===== config.mk =====
export PLATFORM = sky130hd
export DESIGN_NAME = pipe_stage_skid
export DESIGN_NICKNAME = d
export VERILOG_FILES = /design/src/rtl/pipe_stage_skid.sv
export SDC_FILE = /design/constraint.sdc
export NUM_CORES = 1
export LEC_CHECK = 0
export ABC_AREA = 0
export CORE_ASPECT_RATIO = 1.25
export CORE_MARGIN = 4
export CORE_UTILIZATION = 51
export CTS_CLUSTER_SIZE = 14
export DETAILED_ROUTE_END_ITERATION = 8
export MAX_ROUTING_LAYER = met4
export PLACE_DENSITY = 0.8
export SLEW_MARGIN = 0
export SYNTH_ARGS = -nofsm -noshare
export SYNTH_HDL_FRONTEND = slang
export SYNTH_SLANG_ARGS = --single-unit

===== constraint.sdc =====
create_clock -name clk -period 2.3 [get_ports clk]
set_input_delay 0.575 -clock clk [delete_from_list [all_inputs] [get_ports clk]]
set_output_delay 0.575 -clock clk [all_outputs]
set_load 0.05 [all_outputs]

===== src/rtl/pipe_stage_skid.sv =====
// Pipeline-stage register with a 2-entry skid buffer, synchronous flush and a
// saturating backpressure counter. It is reusable at ID/EX, EX/MEM and MEM/WB.
// The main entry drives the registered outputs. The skid entry holds the entry
// accepted while downstream stalls. in_ready is the only combinational output.
module pipe_stage_skid #(
  parameter int unsigned                DATA_W      = 128,
  parameter int unsigned                CTRL_W      = 6,
  parameter logic        [DATA_W-1:0]   BUBBLE_DATA = '0,
  parameter int unsigned                CNT_W       = 16
) (
  input  logic              clk,
  input  logic              rst_n,
  input  logic              in_valid,
  output logic              in_ready,
  input  logic [DATA_W-1:0] in_data,
  input  logic [CTRL_W-1:0] in_ctrl,
  input  logic              flush,
  output logic              out_valid,
  input  logic              out_ready,
  output logic [DATA_W-1:0] out_data,
  output logic [CTRL_W-1:0] out_ctrl,
  output logic [1:0]        occupancy,
  output logic [CNT_W-1:0]  stall_cnt
);

  typedef enum logic [1:0] {StEmpty, StOne, StFull} state_e;

  state_e              state_q;
  logic                main_valid_q;
  logic                skid_valid_q;
  logic [1:0]          occupancy_q;
  logic [DATA_W-1:0]   main_data_q;
  logic [CTRL_W-1:0]   main_ctrl_q;
  logic [DATA_W-1:0]   skid_data_q;
  logic [CTRL_W-1:0]   skid_ctrl_q;
  logic [CNT_W-1:0]    stall_cnt_q;

  logic in_fire;
  logic out_fire;

  // in_ready never looks at out_ready, which keeps the ready path registered.
  assign in_ready  = !skid_valid_q && !flush;
  assign in_fire   = in_valid && in_ready;
  assign out_fire  = main_valid_q && out_ready;

  assign out_valid = main_valid_q;
  assign out_data  = main_data_q;
  assign out_ctrl  = main_ctrl_q;
  assign occupancy = occupancy_q;
  assign stall_cnt = stall_cnt_q;

  // Occupancy FSM. Outputs are loaded as registers on each transition.
  always_ff @(posedge clk or negedge rst_n) begin
    if (!rst_n) begin
      state_q      <= StEmpty;
      main_valid_q <= 1'b0;
      skid_valid_q <= 1'b0;
      occupancy_q  <= 2'd0;
      main_data_q  <= BUBBLE_DATA;
      main_ctrl_q  <= '0;
      skid_data_q  <= BUBBLE_DATA;
      skid_ctrl_q  <= '0;
    end else if (flush) begin
      // A same-cycle out_fire has already been taken downstream; drop everything.
      state_q      <= StEmpty;
      main_valid_q <= 1'b0;
      skid_valid_q <= 1'b0;
      occupancy_q  <= 2'd0;
      main_data_q  <= BUBBLE_DATA;
      main_ctrl_q  <= '0;
    end else begin
      case (state_q)
        StEmpty: begin
          if (in_fire) begin
            state_q      <= StOne;
            main_valid_q <= 1'b1;
            occupancy_q  <= 2'd1;
            main_data_q  <= in_data;
            main_ctrl_q  <= in_ctrl;
          end
        end
        StOne: begin
          if (in_fire && out_fire) begin
            main_data_q <= in_data;
            main_ctrl_q <= in_ctrl;
          end else if (in_fire) begin
            state_q      <= StFull;
            skid_valid_q <= 1'b1;
            occupancy_q  <= 2'd2;
            skid_data_q  <= in_data;
            skid_ctrl_q  <= in_ctrl;
          end else if (out_fire) begin
            state_q      <= StEmpty;
            main_valid_q <= 1'b0;
            occupancy_q  <= 2'd0;
            main_data_q  <= BUBBLE_DATA;
            main_ctrl_q  <= '0;
          end
        end
        StFull: begin
          if (out_fire) begin
            state_q      <= StOne;
            skid_valid_q <= 1'b0;
            occupancy_q  <= 2'd1;
            main_data_q  <= skid_data_q;
            main_ctrl_q  <= skid_ctrl_q;
          end
        end
        default: begin
          state_q      <= StEmpty;
          main_valid_q <= 1'b0;
          skid_valid_q <= 1'b0;
          occupancy_q  <= 2'd0;
          main_data_q  <= BUBBLE_DATA;
          main_ctrl_q  <= '0;
        end
      endcase
    end
  end

  // Saturating count of cycles with a valid entry held off by downstream.
  // Flush does not clear it; only reset does.
  always_ff @(posedge clk or negedge rst_n) begin
    if (!rst_n) begin
      stall_cnt_q <= '0;
    end else if (main_valid_q && !out_ready && (stall_cnt_q != {CNT_W{1'b1}})) begin
      stall_cnt_q <= stall_cnt_q + 1'b1;
    end
  end

endmodule


# == Word-level counts from Yosys, hierarchy flattened ==
# Cells that the tools add are included.
# word_totals
reg_bits,288
elab_cells,70
# classes
addsub,1
eq_ne,14
mux,30
n_bitwise,2
reduce_logical,15
# ops
cell,count
2-to-1 mux 128 bit,6
case mux 128 bit (3 select lines),1
2-to-1 mux 6 bit,6
"!= test 3 bit, second input constant",6
case mux 6 bit (3 select lines),1
"adder 16 x 1 -> 16 bit, second input constant",1
"!= test 16 bit, second input constant",1
AND reduction 4 bit,4
2-to-1 mux 2 bit,6
"!= test 4 bit, second input constant",3
2-to-1 mux 1 bit,7
logical AND 1 bit,6
case mux 1 bit (3 select lines),2
case mux 2 bit (3 select lines),1
AND reduction 5 bit,1
"!= test 2 bit, second input constant",2
zero test 1 bit,3
"== test 2 x 1 -> 1 bit, second input constant",1
"== test 2 bit, second input constant",1
zero test 2 bit,1
NOT 1 bit,2

# == Depth between registers and ports, before layout ==
# Gate-level depths: netlist of run 1.
# logic_depth
word_depth,7
mapped_depth,7
depth_no_buf,5

# == Worst setup path before layout of run 1 ==
# OpenSTA, ideal clock, no wires.
# synth_timing
kind,input-to-reg
start,input flush
end,register skid_data_q[100]
t_arrival_ps,2494
required_ps,2175
path_slack_ps,-318
path_stages,6
cell_sequence,buf_2 -> nor2_1 -> nand4_1 -> buf_2 -> buf_2 -> mux2_2
# synth_via
elab_chain_cells,6
word_cells_on_any_way,7
cone_classes,bitwise: 2; reduce/logical: 5
# synth_lines
item,line,source
start: declaration,17,"input logic flush,"
zero test 1 bit *,42,assign in_ready = !skid_valid_q && !flush;
logical AND 1 bit *,42,
net in_ready,14,"output logic in_ready,"
logical AND 1 bit *,43,assign in_fire = in_valid && in_ready;
logical AND 1 bit,83,if (in_fire && out_fire) begin
NOT 1 bit (no line),n/a,
AND reduction 4 bit (no line) *,n/a,
end signal: assignment,90,skid_data_q <= in_data;
end: declaration,34,logic [DATA_W-1:0] skid_data_q;
# The timed path passes the listed nets; every way through them passes the cells marked *.
# A chain may end at the register's enable or synchronous reset.

# == Worst setup path after layout of run 1 ==
# layout_timing
start,input flush
end,output in_ready
# layout_via
elab_chain_cells,2
# layout_lines
item,line
zero test 1 bit,42
logical AND 1 bit,42
end: declaration,14
# Every way passes these cells.

==> results of run 1 <==
-- critical path, cell delays in order --
cell and delay [ps]:
clkdlybuf4s50_1 650, nor2_4 70, buf_4 150, buf_12 140
-- power breakdown --
part           switching, mW  total, mW  internal (mW)
Clock                   2.03       4.99           2.95
Combinational           2.96       5.29           2.33
Sequential             0.884       7.51           6.63
Total                   5.88       17.8           11.9
-- final cells by class --
class	instances	area [µm²]	share of cell area, %
flip-flops and latches	288	7214	39.84
multi-input cells	622	5806	32.06
diodes	3	7.507	0.04146
well taps	340	425.4	2.349
repair buffers	360	3620	19.99
clock buffers	43	900.9	4.975
inverters	1	3.754	0.02073
clock inverters	13	130.1	0.7186
-- state kept, by name, indices dropped and copies added (netlist names) --
| signal | count |
|---|---|
| out_valid | 1 |
| skid_valid_q | 1 |
| skid_ctrl_q | 6 |
| occupancy | 2 |
| stall_cnt | 16 |
| out_ctrl | 6 |
| out_data | 128 |
| skid_data_q | 128 |
-- through the flow --
| step | utilization (%) | setup slack, ps | hold WS [ps] | cell area [µm²] |
|---|---|---|---|---|
| 3_3_place_gp | 66.13 | -94.17 | 485.7 | 17200 |
| 5_1_grt | 69.61 | 84.57 | 518.1 | 18110 |
| 3_5_place_dp | 66.13 | -147.1 | 484.7 | 17200 |
| 6_report | 69.61 | 138.2 | 501.1 | 18110 |
| 2_1_floorplan | - | 177.4 | 279.4 | 13460 |
| 4_1_cts | 69.48 | 0.3988 | 494.6 | 18070 |
-- routing by layer --
metal	vias up	track usage [%]	share of wire, %
met1	5061	31.57	41
met4	0	7.268	2.7
met2	285	42.03	52
met3	65	3.527	4.8
li1	4504	-	-
met5	-	-	0
-- path summary, 6_finish.rpt --
check                                  start         endpoint  slack (ps)  cells past startpoint
worst max-delay path                   flush         in_ready         140                      4
worst min-delay path                   rst_n   skid_data_q[3]         500                      2
worst max register to register  occupancy[1]     out_data[39]         320                      4
worst min register to register   out_ctrl[0]      out_ctrl[0]         500                      1
max in group asynchronous              rst_n  skid_data_q[71]        1120                      3
min in group clk                 out_ctrl[0]      out_ctrl[0]         500                      1
-- cells in the mapped netlist, drive strengths merged (2+ instances only) --
cell type    n  share of area (%)
dfrtp      288                 54
mux2       136                 11
mux2i      135                 10
a22o       134                8.7
o2bb2ai    134                8.7
buf         57                2.4
clkbuf      35               0.98
nand2        9               0.25
nand4        9               0.42
nor2         8               0.22
a21oi        6               0.28
and3         6               0.28
xor2         6               0.39
nand3        4               0.15
xnor2        4               0.26
a31oi        3               0.14
nand3b       3               0.17
nor4         3               0.25
o21bai       3               0.17
nor3b        2               0.15
nor4b        2               0.13
-- logic make-up after synthesis --
logic type,after synthesis,synth area share (%)
simple gates,54,2.447
fa+ha+maj,1,0.09302
buf+inv,93,3.414
compound gates,286,18.37
mux,271,21.43
xor+xnor,10,0.6512
flops,288,53.59
-- what timing repair did --
| item | CTS | global route |
|---|---|---|
| hold buffers | 1 | 0 |
| gates resized for setup | 137 | 11 |
| endpoints found under the setup margin | 137 | 11 |
| gates cloned | 0 | 0 |
| hold endpoints to repair | 30 | 0 |
==> impl_metrics.env, run 1 <==
export IMPL_synth_distinct_cells=43
export IMPL_min_period_over_period_pct=93.99
export IMPL_cts_root_buf="clkbuf_16"
export IMPL_clkTransAtPathRegs_ps=70
export IMPL_layout_commonest_cell="dfrtp_1"
export IMPL_wl_per_cell_um=21.51
export IMPL_p_per_area_nw_per_um2=982.1
export IMPL_place_congestion=0.8606
export IMPL_dp_hpwl_mm=24.07
export IMPL_worstMarginPinSlew_ps=936.0
export IMPL_syn_num_nets=1143
export IMPL_drt_iter0_drc=474
export IMPL_drtPass1Iterations=5
export IMPL_hold_viol=0
export IMPL_grt_pass1_vias=10360
export IMPL_die_h_um=189.6
export IMPL_drv_cap=0
export IMPL_cts_tree="built"
export IMPL_relSlewSlack_pct=37.60
export IMPL_final_nets=1443
export IMPL_status="finished, final reports clean"
export IMPL_routed_via_density=5.937
export IMPL_startpoint_type="input pin"
export IMPL_syn_area_um2=13450
export IMPL_tns_ps=0
export IMPL_num_vias=9915
export IMPL_antenna_found_initial=3
export IMPL_synthArstFlopShare_pct=100.0
export IMPL_arrival_ps=1590
export IMPL_fmax_mhz=462.6
export IMPL_n_fill_cell=1933
export IMPL_rsz0062_at_grt="false"
export IMPL_endpoint_kind="output pin"
export IMPL_layout_common_cells="286 x dfrtp_1, 137 x clkdlybuf4s50_1, 137 x dlygate4sd2_1, 136 x mux2_2, 135 x mux2i_1"
export IMPL_ant_nets=0
export IMPL_required_ps=1730
export IMPL_clock_sinks=288
export IMPL_leakage_nw=8.281
export IMPL_finalPower_mw=17.78
export IMPL_drive_above_1_share_pct=20.27
export IMPL_clock_skew_ps=11.50
export IMPL_post_cts_buffers=0
export IMPL_drc=0
export IMPL_io_buffers=292
export IMPL_cts_made_buffers=30
export IMPL_h_tree_depth=1
export IMPL_final_instance_count_excl_fill=1670
export IMPL_grt_overflow=0
export IMPL_start_util_pct=51.70
export IMPL_setup_viol=0
export IMPL_clock_path_buffers=3
export IMPL_areaGrowthSynthToFinish_pct=34.64
export IMPL_die_x_um=153.2
export IMPL_rows=66
export IMPL_fp_dieArea_um2=29050
export IMPL_boundaryPins=293
export IMPL_synth_edff_count=0
export IMPL_ys_warn_count=0
export IMPL_ys_ff_latch=288
export IMPL_ir_drop_mv=0.6638
export IMPL_min_path_type="in2async"
export IMPL_ys_seq_area_share_pct=53.59
export IMPL_fin_crit_ps=2162
export IMPL_cp_max_fo=4
export IMPL_crit_type="in2out"
export IMPL_finalMaxSlewViolations=0
export IMPL_insertion_delay_ps=540
export IMPL_wirelength_mm=35.93
export IMPL_synth_avg_cell_area_um2=13.41
export IMPL_synthFlopType="dfrtp_1"
export IMPL_core_area_um2=26010
export IMPL_grt_max_degree=71
export IMPL_grt_usage_pct=24.89
export IMPL_grt_pass1_wl_mm=57.77
export IMPL_syn_inst=1003
export IMPL_dp_cells=1610
Note: power is estimated with default switching activity, not from simulation.
==> inputs of run 2 (changes only) <==
--- a/config.mk
+++ b/config.mk
@@ -8,11 +8,11 @@
 export ABC_AREA = 0
 export CORE_ASPECT_RATIO = 1.25
 export CORE_MARGIN = 4
-export CORE_UTILIZATION = 51
+export CORE_UTILIZATION = 50
 export CTS_CLUSTER_SIZE = 14
 export DETAILED_ROUTE_END_ITERATION = 8
 export MAX_ROUTING_LAYER = met4
-export PLACE_DENSITY = 0.8
+export PLACE_DENSITY = 0.79
 export SLEW_MARGIN = 0
 export SYNTH_ARGS = -nofsm -noshare
 export SYNTH_HDL_FRONTEND = slang
==> run 2 against run 1 <==
Clock skew grew 3.6 ps. Sequential share of layout area down 0.24 points. Cell area is 0.61% higher. Via count increased by 0.83%. Largest power group unchanged. Highest routed layer unchanged.
==> impl_metrics.env, run 2 (synthesis results as in run 1) <==
export IMPL_status="finished, final reports clean"
export IMPL_final_cell_area_um2=18220
export IMPL_gr_max_usage_layer="met2"
export IMPL_clock_sinks=288
export IMPL_drtPass1Iterations=5
export IMPL_min_path_type="reg2reg"
export IMPL_place_ws_ps=-141.5
export IMPL_cts_root_buf="clkbuf_16"
export IMPL_routed_via_density=5.983
export IMPL_crit_chain="clkdlybuf4s50_1"
export IMPL_worstMarginPinSlew_ps=852.6
export IMPL_num_vias=9997
export IMPL_clock_path_buffers=3
export IMPL_layout_common_cells="286 x dfrtp_1, 138 x clkdlybuf4s50_1, 136 x mux2_2, 135 x mux2i_1"
export IMPL_dpl_cell_area_um2=17280
export IMPL_drc=0
export IMPL_clock_skew_ps=15.12
export IMPL_drive_above_1_share_pct=20.14
export IMPL_fin_crit_ps=2254
export IMPL_layout_commonest_cell="dfrtp_1"
export IMPL_finalMaxSlewViolations=0
export IMPL_setup_viol=0
export IMPL_dp_cells=1612
export IMPL_grt_pass1_vias=10580
export IMPL_cts_tree="built"
export IMPL_grt_use_met2_pct=41.98
export IMPL_grt_pass1_wl_mm=57.88
export IMPL_required_ps=1730
export IMPL_hold_slack_ps=496.5
export IMPL_hold_viol=0
export IMPL_startpoint_type="flop"
export IMPL_antenna_found_initial=4
export IMPL_rows=66
export IMPL_final_instance_count_excl_fill=1671
export IMPL_finalCoreUtilization_pct=69.37
export IMPL_min_period_over_period_pct=97.99
export IMPL_leakage_nw=8.400
export IMPL_dp_hpwl_mm=24.50
export IMPL_die_x_um=154.7
export IMPL_grt_max_degree=80
export IMPL_h_tree_depth=1
export IMPL_post_cts_buffers=0
export IMPL_arrival_ps=1680
export IMPL_worst_path_buf_inv=1
export IMPL_ir_drop_mv=0.6156
export IMPL_relSlewSlack_pct=43.16
export IMPL_max_stage_delay_ps=800
export IMPL_final_nets=1445
export IMPL_grt_met3_usage_pct=2.355
export IMPL_drt_iter0_drc=479
export IMPL_drv_cap=0
export IMPL_wirelength_mm=37.04
export IMPL_place_congestion=0.8311
export IMPL_fmax_mhz=443.7
export IMPL_met1_usage_pct=31.14
export IMPL_fin_ws_ps=46.15
export IMPL_grt_overflow=0
export IMPL_clkTransAtPathRegs_ps=60
export IMPL_crit_type="reg2out"
export IMPL_die_h_um=191.4
export IMPL_endpoint_kind="output pin"
export IMPL_fp_dieArea_um2=29600
export IMPL_io_buffers=292
export IMPL_start_util_pct=51.21
export IMPL_areaGrowthSynthToFinish_pct=35.45
export IMPL_p_per_area_nw_per_um2=979.5
export IMPL_cts_made_buffers=29
export IMPL_n_fill_cell=1936
export IMPL_cp_max_fo=2
export IMPL_finalPower_mw=17.84
export IMPL_insertion_delay_ps=540
export IMPL_cp_top_family="buffers and inverters"
export IMPL_boundaryPins=293
export IMPL_ant_nets=0
export IMPL_cp_slowest_cell="clkdlybuf4s50_1"
export IMPL_wl_per_cell_um=22.17
export IMPL_tns_ps=0
export IMPL_grt_usage_pct=24.73
export IMPL_core_area_um2=26260
export IMPL_rsz0062_at_grt="false"
## run 2: final cells by class
cell class                 instances  area (µm²)  area share [%]
antenna                            5       12.51         0.06868
clock buffer                      33       740.7           4.066
clock inverter                    19       256.5           1.408
inverter                           1       3.754         0.02060
multi-input combinational        622        5806           31.87
sequential                       288        7214           39.60
tap                              340       425.4           2.335
timing repair buffer             363        3759           20.63
## run 2: per-layer routing
metal | up-vias | wire length [µm]
met3 | 84 | 1593
met4 | 0 | 1421
li1 | 4501 | -
met5 | - | 0
met1 | 5079 | 15010
met2 | 333 | 19020
## run 2: timing repair
item                                    4_1_cts  5_1_grt
endpoints found under the setup margin      131       19
resized for setup                           131       18
hold endpoints to repair                     46        0
hold buffers                                  1        0
cloned                                        0        1
## run 2: worst paths after layout
path                               start             to  slack [ps]  cells after the start
setup / recovery           out_data[120]  out_data[120]          50                      1
hold / removal              out_data[20]   out_data[20]         500                      1
setup reg to reg            occupancy[1]   out_data[24]         330                      4
hold reg to reg             out_data[20]   out_data[20]         500                      1
max in group asynchronous          rst_n   out_data[29]         870                      3
min in group asynchronous          rst_n   out_data[78]         560                      2
## run 2: where the power goes
part / switching (mW) / leakage, nW / internal [mW]
registers: 0.923 / 3.71 / 6.63
clock network: 1.99 / 0.487 / 2.98
logic: 2.94 / 4.21 / 2.38
total: 5.86 / 8.40 / 12.0
